`src/rtl/serial_cmp_pkg.sv`:
```
// Shared definitions for the serial word comparator: FSM state encoding
// and the bit-counter width helper.
package serial_cmp_pkg;

    typedef enum logic [1:0] {
        S_IDLE  = 2'd0,
        S_SHIFT = 2'd1,
        S_DONE  = 2'd2
    } state_t;

    // Counter must be able to hold the value WIDTH itself.
    function automatic int cnt_width(input int width);
        return $clog2(width + 32'sd1);
    endfunction

endpackage

```
`src/rtl/bit_cmp_cell.sv`:
```
// Single-bit compare cell: e = bits equal, g = x greater than y.
// Multi-output counterpart of the 1-bit equality primitive.
module bit_cmp_cell (
    input  logic x,
    input  logic y,
    output logic e,
    output logic g
);

    assign e = ~(x ^ y);
    assign g = x & ~y;

endmodule

```
`src/rtl/serial_word_comparator.sv`:
```
// Bit-serial unsigned comparator. Collects WIDTH bit pairs of x/y and
// reports eq/gt/lt with a one-cycle done pulse. Results hold until the
// next accepted start.
module serial_word_comparator
    import serial_cmp_pkg::*;
#(
    parameter int WIDTH     = 8,
    parameter bit MSB_FIRST = 1'b1
) (
    input  logic clk,
    input  logic rst_n,
    input  logic start,
    input  logic bit_valid,
    input  logic x,
    input  logic y,
    output logic busy,
    output logic done,
    output logic eq,
    output logic gt,
    output logic lt
);

    localparam int            CW       = cnt_width(WIDTH);
    localparam logic [CW-1:0] LAST_CNT = CW'(WIDTH - 32'sd1);
    localparam logic [CW-1:0] CNT_ONE  = CW'(32'd1);
    localparam logic [CW-1:0] CNT_ZERO = CW'(32'd0);

    state_t        state_r;
    logic [CW-1:0] cnt_r;
    logic          decided_r;
    logic          gt_r;
    logic          lt_r;

    logic          e_s;
    logic          g_s;
    logic          gt_next_s;
    logic          lt_next_s;
    logic          decided_next_s;

    bit_cmp_cell u_cell (
        .x (x),
        .y (y),
        .e (e_s),
        .g (g_s)
    );

    // Fold the current bit pair into the running decision: MSB-first keeps
    // the first difference, LSB-first lets the latest difference win.
    always_comb begin
        gt_next_s      = gt_r;
        lt_next_s      = lt_r;
        decided_next_s = decided_r;
        if (!e_s && (!MSB_FIRST || !decided_r)) begin
            gt_next_s      = g_s;
            lt_next_s      = ~g_s;
            decided_next_s = 1'b1;
        end else begin
            gt_next_s      = gt_r;
            lt_next_s      = lt_r;
            decided_next_s = decided_r;
        end
    end

    // Frame sequencing, bit counting, decision tracking and result outputs.
    always_ff @(posedge clk or negedge rst_n) begin
        if (!rst_n) begin
            state_r   <= S_IDLE;
            cnt_r     <= CNT_ZERO;
            decided_r <= 1'b0;
            gt_r      <= 1'b0;
            lt_r      <= 1'b0;
            busy      <= 1'b0;
            done      <= 1'b0;
            eq        <= 1'b0;
            gt        <= 1'b0;
            lt        <= 1'b0;
        end else begin
            case (state_r)
                S_IDLE, S_DONE: begin
                    done <= 1'b0;
                    if (start) begin
                        state_r   <= S_SHIFT;
                        cnt_r     <= CNT_ZERO;
                        decided_r <= 1'b0;
                        gt_r      <= 1'b0;
                        lt_r      <= 1'b0;
                        busy      <= 1'b1;
                        eq        <= 1'b0;
                        gt        <= 1'b0;
                        lt        <= 1'b0;
                    end else begin
                        state_r <= S_IDLE;
                        busy    <= 1'b0;
                    end
                end
                S_SHIFT: begin
                    if (bit_valid) begin
                        cnt_r     <= cnt_r + CNT_ONE;
                        decided_r <= decided_next_s;
                        gt_r      <= gt_next_s;
                        lt_r      <= lt_next_s;
                        if (cnt_r == LAST_CNT) begin
                            state_r <= S_DONE;
                            busy    <= 1'b0;
                            done    <= 1'b1;
                            eq      <= ~decided_next_s;
                            gt      <= gt_next_s;
                            lt      <= lt_next_s;
                        end else begin
                            state_r <= S_SHIFT;
                        end
                    end else begin
                        state_r <= S_SHIFT;
                    end
                end
                default: begin
                    state_r <= S_IDLE;
                    busy    <= 1'b0;
                    done    <= 1'b0;
                end
            endcase
        end
    end

endmodule

```
`config.mk`:
```
export PLATFORM = sky130hd
export DESIGN_NAME = serial_word_comparator
export DESIGN_NICKNAME = d
export VERILOG_FILES = /design/src/rtl/serial_cmp_pkg.sv /design/src/rtl/bit_cmp_cell.sv /design/src/rtl/serial_word_comparator.sv
export SDC_FILE = /design/constraint.sdc
export NUM_CORES = 1
export LEC_CHECK = 0
export ABC_AREA = 0
export BUFFER_PORTS_ARGS = -buffer_cell sky130_fd_sc_hd__buf_4
export CAP_MARGIN = 20
export CORE_MARGIN = 1
export CORE_UTILIZATION = 39
export DETAILED_ROUTE_END_ITERATION = 8
export PLACE_DENSITY = 0.57
export SLEW_MARGIN = 15
export SYNTH_ARGS = -nofsm -noshare
export SYNTH_HDL_FRONTEND = slang
export SYNTH_SLANG_ARGS = --single-unit
```
`constraint.sdc`:
```
create_clock -name clk -period 3 [get_ports clk]
set_input_delay 0.45 -clock clk [delete_from_list [all_inputs] [get_ports clk]]
set_output_delay 0.45 -clock clk [all_outputs]
set_load 0.05 [all_outputs]
```
Word level (Yosys, flattened, before mapping):

Index checks and enable logic that the tools add are counted.

* flip-flop bits (word level): 14
* bits of input ports: 6
* output and inout bits: 5
* logic and storage cells: 63

* add/sub/neg operators: 1
* equal/unequal tests: 6
* multiplexer cells: 33
* bitwise gates (word level): 5
* reduce and logical (&&, ||, !) cells: 8

Operators by type and width (count)
* 2-to-1 mux 1 bit: 20
* one-hot mux 1 bit (2 select lines): 7
* 2-to-1 mux 4 bit: 2
* one-hot mux 4 bit (2 select lines): 1
* != test 2 bit, second input constant: 3
* adder 4 x 1 -> 4 bit, second input constant: 1
* equality test 4 x 3 -> 1 bit, second input constant: 1
* 2-to-1 mux 2 bit: 2
* one-hot mux 2 bit (2 select lines): 1
* AND reduction 4 bit: 1
* inverter 1 bit: 3
* AND reduction 3 bit: 1
* equality test 2 x 1 -> 1 bit, second input constant: 1
* equality test 2 bit, second input constant: 1
* zero test 2 bit: 1
* AND reduction 2 bit: 1
* nonzero test 2 bit: 1
* OR reduction 2 bit: 1
* AND 1 bit: 1
* logical AND 1 bit: 1
* zero test 1 bit: 1
* XOR 1 bit: 1

Depth between registers and ports, before layout:

* depth in word-level cells: 7
* depth in mapped cells: 5
* mapped depth without buffers: 5

Cells and area by module:

From an unflattened synthesis, not the netlist that was laid out.

* cells, all modules: 59
* area total of the unflattened synthesis: 641.9 um2

Modules (own cells, without submodules)
* serial_word_comparator: times used 1, cells each 57, area an instance 625.6 um2
* bit_cmp_cell: times used 1, cells each 2, area an instance 16.3 um2

Worst setup path before layout:

Ideal clock, no wire load.

* path type: in2reg
* start: in y
* end: reg gt_r
* library setup time: 0.130 ns
* arrival: 1.276 ns
* required time: 2.870 ns
* slack: 1.594 ns
* cell stages on the path: 5
* buffers on the path: 0
* cell sequence: inv_1 ha_1 nor2_1 mux2i_1 o21ai_0

* cells in the longest elaborated chain, start to end: 5
* elaborated cells on any way between the ends: 7
* those cells by class: mux: 3; bitwise: 3; reduce/logical: 1

Ends and longest elaborated chain
* start, declared: RTL line serial_word_comparator.sv:15 `input logic y,`
* XOR 1 bit / inverter 1 bit (equally long branches): RTL line bit_cmp_cell.sv:10, bit_cmp_cell.sv:11
* logical AND 1 bit / AND 1 bit (equally long branches): RTL line serial_word_comparator.sv:53, bit_cmp_cell.sv:11
* 2-to-1 mux 1 bit *: RTL line serial_word_comparator.sv:53 `if (!e_s && (!MSB_FIRST || !decided_r)) begin`
* 2-to-1 mux 1 bit *: RTL line serial_word_comparator.sv:97 `if (bit_valid) begin`
* one-hot mux 1 bit (2 select lines) *: RTL line serial_word_comparator.sv:78 `case (state_r)`
* end signal, assigned: RTL line serial_word_comparator.sv:100 `gt_r <= gt_next_s;`
* end, declared: RTL line serial_word_comparator.sv:31 `logic gt_r;`

Every way passes the cells marked *; elsewhere a longest branch is shown, timed or not. The select of a mux whose other input is x is not followed.
A chain may end at the register's enable or synchronous reset.

Final worst setup path:

* start: reg cnt_r[0]
* end: reg eq

* cells in the longest elaborated chain, start to end: 3

Ends and longest elaborated chain
* start, declared: RTL line serial_word_comparator.sv:29 `logic [CW-1:0] cnt_r;`
* start signal, assigned: RTL line serial_word_comparator.sv:98 `cnt_r <= cnt_r + CNT_ONE;`
* equality test 4 x 3 -> 1 bit: RTL line serial_word_comparator.sv:102 `if (cnt_r == LAST_CNT) begin`
* != test 2 bit (no source line)
* AND reduction 4 bit (no source line)
* end signal, assigned: RTL line serial_word_comparator.sv:106 `eq <= ~decided_next_s;`
* end, declared: RTL line serial_word_comparator.sv:18 `output logic eq,`

Every way passes these cells.

==> results.toml <==
[synth]
synthSimpleGateAreaFrac = 0.215
syn_inst = 59
yosys.area_share.xor_xnor = 0
yosysSeqAreaShare = 0.547
synth_cell_types = 17
yosys_warnings = 0
ys_seq_elements = 14
synthAdderAreaFrac = 0.0391
synth_compound_area_frac = 0.0625
synth_top_family_by_area = "simple AND/OR/NAND/NOR gates"
avgSynthCellArea_um2 = 10.9
synthMuxAreaShare = 0.0938
synth_nets = 67
netlist_area_um2 = 641

[final_layout]
syn2layout_area_growth_pct = 15.8
regMostFlops = "cnt_r"
largest_registers = "cnt_r: 4 flops, state_r: 2 flops"
multi_input_area_um2 = 263
antenna_cells = 0
seq_area_um2 = 350
design_area_um2 = 742
drive_gt1_frac = 0.200
num-nets-final = 80
final_core_util = 0.487
largest_reg_flops = 4
fillerInstances = 141

[global_routing]
grt_max_degree = 15
grt-ovfl-total = 0
grt_usage = 0.133
grt_pass1_vias = 387
antenna_found_initial = 0
grt_pass1_wl_um = 1750

[place]
place.gp.congestion = 0.765
port_buffers = 10
placed_area_um2 = 719
dpl.hpwl_um = 757

[clock_network]
cts_sinks = 14
cts-root-buf = "clkbuf_4"
clock_latency_ns = 0.27
cts_hold_buffers = 0
cts_max_level = 1
cts_resized = 0
post_cts_buffers = 0
cts_tree = "yes"
path_clk_slew_ns = 0.08
clock_path_buffers = 2
cts-buffers-inserted = 3

[run_status]
status = "finished, final reports clean"

[sta]
whs_ns = 0.00912
worst_slew_pin_slew_ns = 0.475
finClkSkew_ns = 0.00193
period_share = 0.486
setup_viol = 0
slew_viol_final = 0
fmax_ghz = 0.685
rsz0062_at_grt = "no"
setup_tns_ns = 0
fin_crit_ns = 1.46
hold_violations = 0
slew_headroom = 0.684

[setup_path]
worst_setup_path_end_kind = "register"
arrival_ns = 1.66
critPathRequiredTime_ns = 3.20
path_max_fanout = 4
path_depth = 4
max_stage_delay_ns = 0.40
r2r-end = "eq"
reg2reg_slack_ns = 1.54
r2r-start = "cnt_r[0]"
start_kind = "register"
reg2regPathDepth = 4
crit_buf_inv = 0
critPathKind = "reg -> reg"
startpoint = "cnt_r[0]"
crit_slowest_cell = "dfrtp_1"
critPathTopFamily = "simple AND/OR/NAND/NOR gates"
crit_chain = "ha_1 -> and4b_4 -> and3b_1 -> mux2i_1"

[routing]
via_per_inst = 5.27
antenna_left = 0
wl_um = 1080
drc = 0
first_iter_violations = 17
wire_per_inst_um = 12.6
vias = 453
drtPass1Iterations = 4

[floorplanning]
std_cell_rows = 14
dieArea_um2 = 1810
coreArea_um2 = 1520
die_x_um = 42.5
io_pins = 11
die_y_um = 42.5
start_util = 0.420

[pwr]
p_per_area_nw_per_um2 = 872
ir_drop_uv = 473
power.static_leakage_nw = 0.362
total_power_mw = 0.647

[flow_run]
drv_cap = 0

[min_path]
min_path_type = "in -> async"
-- power by group --
| group | switching, mW | leakage [nW] | internal [mW] | total [mW] |
|---|---|---|---|---|
| clock | 0.0568 | 0.0138 | 0.0465 | 0.103 |
| sequential | 0.0485 | 0.180 | 0.255 | 0.303 |
| combinational | 0.151 | 0.168 | 0.0901 | 0.241 |
| total | 0.256 | 0.362 | 0.391 | 0.647 |
-- worst max path at each step --
stage	to	slack, ns
after detailed placement	gt_r	1.41
after CTS	gt	1.54
final	eq	1.54
after global routing	eq	1.45
after floorplan	gt_r	1.59
after global placement	gt_r	1.41
-- cells by family (layout without fill, tap and decap cells) --
kind of cell,Yosys count,count (layout)
buffers and inverters,5,16
adder cells (fa/ha/maj),2,2
flip-flops,14,14
AO/OA/AOI/OAI,7,7
AND/OR/NAND/NOR,25,25
multiplexers,6,6
-- synth_stat cells (all sizes together) --
library cell  instances  share of area
and3b                 2          0.027
and4b                 1          0.021
buf                   2          0.025
dfrtp                14           0.55
ha                    2          0.039
inv                   3          0.018
mux2i                 6          0.094
nand2                 8          0.047
nand2b                3          0.029
nand3                 5          0.039
nand3b                2          0.023
nand4                 1         0.0098
nor2                  3          0.018
o211ai                1          0.012
o21ai                 5          0.039
o31ai                 1          0.012
-- per-stage QoR --
stage	instances	setup slack (ns)
6_report	86	1.54
5_1_grt	86	1.45
4_1_cts	86	1.54
3_5_place_dp	83	1.41
3_3_place_gp	83	1.41
2_1_floorplan	59	1.59
-- area by class of cell --
class                           instances  area share
Multi-Input combinational cell         40       0.354
Sequential cell                        14       0.472
Tap cell                               16      0.0270
Clock buffer                            3      0.0304
Timing Repair Buffer                   10       0.101
Inverter                                3      0.0152
-- placed cells by master (no fill, tap or decap), drive strengths merged --
cell,instances
o21ai,5
dfrtp,14
nand2b,3
and4b,1
o211ai,1
ha,2
nor2,3
buf,10
o31ai,1
nand3b,2
clkbuf,3
inv,3
nand3,5
nand2,8
and3b,2
nand4,1
mux2i,6
-- worst register-to-register path: stages, from the launching register on --
cell and delay (ns):
dfrtp_1 0.40, ha_1 0.20, and4b_4 0.27, and3b_1 0.31
mux2i_1 0.21
-- metal layers --
layer | wire length, um | GRT usage
met5 | 0 | 0
met1 | 556 | 0.177
met2 | 468 | 0.185
met4 | 5 | 0.0563
met3 | 51 | 0.0647
Power figures use the tool's default switching activity.
